## src/rtl/mouse_cursor_tracker.sv

```systemverilog
// Absolute, clamped screen cursor built from PS/2 mouse packets, with per-button
// press/release pulses and a left-button double-click detector.
module mouse_cursor_tracker #(
  parameter int H_PIX     = 640,
  parameter int V_PIX     = 480,
  parameter int SPEED_SHL = 0,
  parameter int DBL_CYC   = 12500000
) (
  input  logic       clk,
  input  logic       reset,
  input  logic [8:0] xm,
  input  logic [8:0] ym,
  input  logic [2:0] btnm,
  input  logic       m_done_tick,
  input  logic       recenter,
  output logic [9:0] px,
  output logic [9:0] py,
  output logic [2:0] btn,
  output logic [2:0] btn_press,
  output logic [2:0] btn_rel,
  output logic       dbl_click,
  output logic       upd_tick
);

  localparam int                CW       = $clog2(DBL_CYC + 1);
  localparam logic [9:0]        PX_C     = 10'(H_PIX / 2);
  localparam logic [9:0]        PY_C     = 10'(V_PIX / 2);
  localparam logic signed [12:0] X_MAX   = 13'(H_PIX - 1);
  localparam logic signed [12:0] Y_MAX   = 13'(V_PIX - 1);
  localparam logic [CW-1:0]     CNT_LAST = CW'(DBL_CYC - 1);

  typedef enum logic {IDLE, WAIT} dc_state_t;

  dc_state_t         state_reg, state_next;
  logic [CW-1:0]     cnt_reg, cnt_next;
  logic              dbl_next;

  logic signed [12:0] xs, ys, dx, dy, nx, ny;
  logic [2:0]         press_now, rel_now;
  logic               left_press;

  function automatic logic [9:0] clamp(input logic signed [12:0] v,
                                       input logic signed [12:0] lim);
    if (v < 13'sd0)
      return 10'd0;
    else if (v > lim)
      return lim[9:0];
    else
      return v[9:0];
  endfunction

  assign xs = {{4{xm[8]}}, xm};
  assign ys = {{4{ym[8]}}, ym};
  assign dx = xs <<< SPEED_SHL;
  assign dy = ys <<< SPEED_SHL;
  // PS/2 +y points up while screen rows count downward
  assign nx = $signed({3'b000, px}) + dx;
  assign ny = $signed({3'b000, py}) - dy;

  assign press_now  = btnm & ~btn;
  assign rel_now    = ~btnm & btn;
  assign left_press = m_done_tick & press_now[0];

  always_ff @(posedge clk or posedge reset) begin
    if (reset) begin
      px        <= PX_C;
      py        <= PY_C;
      btn       <= 3'b000;
      btn_press <= 3'b000;
      btn_rel   <= 3'b000;
      upd_tick  <= 1'b0;
    end else begin
      btn_press <= 3'b000;
      btn_rel   <= 3'b000;
      upd_tick  <= 1'b0;
      if (m_done_tick) begin
        btn       <= btnm;
        btn_press <= press_now;
        btn_rel   <= rel_now;
        upd_tick  <= 1'b1;
        px        <= clamp(nx, X_MAX);
        py        <= clamp(ny, Y_MAX);
      end
      // Recentre overrides any packet motion on the same cycle
      if (recenter) begin
        px       <= PX_C;
        py       <= PY_C;
        upd_tick <= 1'b1;
      end
    end
  end

  always_ff @(posedge clk or posedge reset) begin
    if (reset) begin
      state_reg <= IDLE;
      cnt_reg   <= '0;
      dbl_click <= 1'b0;
    end else begin
      state_reg <= state_next;
      cnt_reg   <= cnt_next;
      dbl_click <= dbl_next;
    end
  end

  // The window counter never passes DBL_CYC-1 while waiting, so any press in WAIT qualifies
  always_comb begin
    state_next = state_reg;
    cnt_next   = cnt_reg;
    dbl_next   = 1'b0;
    case (state_reg)
      IDLE: begin
        if (left_press) begin
          state_next = WAIT;
          cnt_next   = '0;
        end
      end
      WAIT: begin
        cnt_next = cnt_reg + 1'b1;
        if (left_press) begin
          dbl_next   = 1'b1;
          state_next = IDLE;
        end else if (cnt_reg == CNT_LAST) begin
          state_next = IDLE;
        end
      end
      default: state_next = IDLE;
    endcase
  end

endmodule
```

## config.mk

```make
export PLATFORM = sky130hd
export DESIGN_NAME = mouse_cursor_tracker
export DESIGN_NICKNAME = d
export VERILOG_FILES = /design/src/rtl/mouse_cursor_tracker.sv
export SDC_FILE = /design/constraint.sdc
export NUM_CORES = 1
export LEC_CHECK = 0
export CORE_UTILIZATION = 55
export CTS_CLUSTER_DIAMETER = 40
export DETAILED_ROUTE_END_ITERATION = 10
export GPL_ROUTABILITY_DRIVEN = 0
export PLACE_DENSITY = 0.84
export SETUP_SLACK_MARGIN = 0.3
export SLEW_MARGIN = 20
export SYNTH_ARGS = -nofsm -noshare
export SYNTH_HDL_FRONTEND = slang
export SYNTH_SLANG_ARGS = --single-unit
```

## constraint.sdc

```tcl
create_clock -name clk -period 5.33 [get_ports clk]
set_clock_uncertainty 0.05 [all_clocks]
set_input_delay 0.7995 -clock clk [delete_from_list [all_inputs] [get_ports clk]]
set_output_delay 0.7995 -clock clk [all_outputs]
set_load 0.005 [all_outputs]
```

==> run summary <==
detail-routed via count per cell: 6.10
synth warn: 0
number of buffers and inverters on the critical path: 2
RSZ-0062 raised after global routing: false
signed area change from the synthesized netlist to the final layout: 20.7%
remaining antenna violation count after routing: 0
area of the core: 6030 um^2
final HPWL from detailed placement: 5860 um
outcome: finished clean
DRT Wirelength: 7870 um
register bit total from synthesis: 56
horizontal die dimension: 81.7 um
setup slack, reg-to-reg: 2.27 ns
hold-fix buffers at CTS: 0
Max Buffers Root-to-Sink: 2
Distinct cells, synth: 57
fin crit period: 3.55 ns
critical path class: in2reg
Slew @ Worst Pin: 0.722 ns
setup repair bufs after CTS: 0
Starting DRT DRC Count: 221
TritonRoute pass-1 iters: 5
global-route wire length before repair: 13200 um
Root Buffer Master: clkbuf_8
cell count after synthesis: 381
Max-Cap Viols: 0
Clk pin slew, worst setup/hold paths: 0.11 ns
signal arrival time at the worst endpoint: 3.76 ns
top fanout value on the critical path: 9
Total Neg Setup Slack: 0 ns
initial standard-cell utilization of the core: 58.0%
top-level I/O count: 56
number of antenna cells inserted: 0
H-tree Lvls: 2
largest net degree at the start of global routing: 57
static leakage: 1.80 nW
total congestion overflow: 0
Logic pwr share: 35.5%
power spent charging and discharging nets: 0.000427 W
die area: 6680 um^2
count of final hold-check violations: 0
max FFs per register: 24
source of the worst register-to-register timing path: py[0]
antenna violations before repair: 0
TritonCTS clock tree: done
power density cells: 286 nW/um^2
Largest delay share family, worst path: compound AO/OA/AOI/OAI gates
delay contributed by the slowest stage of the critical path: 0.52 ns
sequential cell fraction of total power: 44.1%
synthesized cell area: 3490 um^2
element type at the critical path start: primary input
Skew-Pair Late Insertion Delay: 0.31 ns
IR Drop Worst-Case VDD: 157 uV
cell breakdown of the critical path: clkdlybuf4s50_1 -> ha_1 -> inv_1 -> fa_1 -> a211oi_1 -> o21bai_1 -> a31oi_2 -> o21bai_2 -> mux2i_1 -> nor3_1 -> nor4_4 -> a221o_1
timing startpoint of the critical path: ym[0]
clock share of power: 20.4%
worst min path class: reg2reg
headroom to the max-slew limit: 51.8%
start point of the worst min-delay path: btn[2]
cts bufs inserted: 5
Max Transition Viols Final: 0
number of clock sinks seen by CTS: 56
Peak Freq: 282 MHz
share of cells above drive strength 1: 6.85%
overall track demand over capacity in global routing: 25.4%
Resized Gates After CTS: 0
switching part of the total: 35.4%
buffers added on ports: 55
crit path max-delay cell type: nor4_4
DRC violations left: 0
number of enable flip-flop cells after synthesis: 0
post-route design area: 4220 um^2
Routed WL per cell: 15.3 um
data required time at the worst endpoint: 5.54 ns
crit path capture type: flop
syn_nets: 431
vias in the first global route: 2906
die height: 81.7 um
proportion of synthesized chip area in sequential cells: 40.3%
Pint: 0.000779 W
mean area per synthesized cell: 9.17 um^2
Power Total: 0.00121 W
Primary FF master, synth: dfrtp_1
routed via count: 3131
number of setup violations in the final report: 0
post-placement cell area: 4120 um^2
ys async rst share: 100%
ratio of final minimum period to clock period: 66.5%
number of nets in the layout: 487
register area: 1410 um^2
number of filler instances in the final layout: 483
multi-input combinational cell area: 1970 um^2
site row count: 28
[cells in the mapped netlist (all sizes together), types with 4 or more instances]
cell type | n | area share (%)
dfrtp | 50 | 36
o21ai | 41 | 5.9
nand2 | 30 | 3.2
nand3 | 28 | 4.0
nor2 | 28 | 3.1
inv | 24 | 2.6
ha | 23 | 8.2
a21oi | 14 | 2.0
nor3 | 11 | 1.6
a22oi | 9 | 2.1
nand2b | 9 | 1.6
xnor2 | 8 | 2.0
clkbuf | 7 | 0.75
nand4 | 7 | 1.3
a211oi | 6 | 1.3
a21o | 6 | 1.3
dfstp | 6 | 4.5
nor4 | 6 | 1.7
and2 | 5 | 0.90
and3 | 5 | 0.90
o211ai | 5 | 1.1
o31ai | 5 | 1.1
a221oi | 4 | 1.2
mux2i | 4 | 1.1
[cell usage in the layout, fill, tap and decap left out, types with 3 or more instances in the layout]
master	count
clkdlybuf4s50_1	55
dfrtp_1	50
o21ai_0	39
nand2_1	30
nand3_1	28
nor2_1	26
inv_1	23
ha_1	23
a21oi_1	14
nor3_1	11
nand2b_1	9
xnor2_1	8
a22oi_1	8
nand4_1	7
a21o_1	6
a211oi_1	6
dfstp_2	6
and2_1	5
and3_1	5
o211ai_1	5
o31ai_1	5
clkbuf_8	5
nor4_1	4
mux2i_1	4
o21a_1	3
mux2_2	3
a221oi_1	3
[cell families (layout without fill, tap and decap cells)]
family                   count (synthesis)  count (layout)  share of synthesized area (%)
AO/OA/AOI/OAI                          114             114                           22.1
XOR/XNOR                                10              10                           2.51
adder cells (fa/ha/maj)                 25              25                           9.38
buffers and inverters                   31              88                           3.33
flip-flops                              56              56                           40.3
multiplexers                             7               7                           2.11
AND/OR/NAND/NOR                        138             138                           20.3
[area by class of cell]
class	count	share of cell area (%)
multi-input cells	294	46.7
flip-flops and latches	56	33.4
repair buffers	56	13.2
well taps	75	2.22
inverters	24	2.14
clock buffers	5	1.63
clock inverters	3	0.652
[per-layer routing]
layer | track usage, % | vias up | part of all wire (%)
li1 | - | 1532 | -
met1 | 34.7 | 1484 | 45
met2 | 42.2 | 111 | 48
met3 | 3.78 | 4 | 6.3
met4 | 6.67 | 0 | 0.83
met5 | 0 | - | 0
[per-stage QoR]
| step | hold slack [ns] | setup WS [ns] | std cells | util [%] |
|---|---|---|---|---|
| floorplan | 0.395 | 2.21 | 381 | - |
| global placement | 0.389 | 1.52 | 505 | 68.4 |
| detailed placement | 0.399 | 1.47 | 505 | 68.4 |
| CTS | 0.415 | 1.80 | 513 | 70.0 |
| global route | 0.431 | 1.64 | 513 | 70.0 |
| finish | 0.420 | 1.78 | 513 | 70.0 |
[power by group through the flow]
stage | Sequential (W) | Clock [W] | Combinational [W]
3_3_place_gp | 0.000535 | 0 | 0.000406
6_report | 0.000532 | 0.000246 | 0.000428
4_1_cts | 0.000531 | 0.000253 | 0.000426
2_1_floorplan | 0.000524 | 0 | 0.000289
3_5_place_dp | 0.000539 | 0 | 0.000423
5_1_grt | 0.000539 | 0.000266 | 0.000475
[worst paths after layout]
kind | cells after the start | to
max | 12 | py[5]
min | 1 | btn_press[2]
max reg2reg | 12 | py[5]
min reg2reg | 1 | btn_press[2]
max in group asynchronous | 3 | btn_press[1]
min in group asynchronous | 3 | px[9]
No activity file was read; power rests on OpenSTA's default activity.
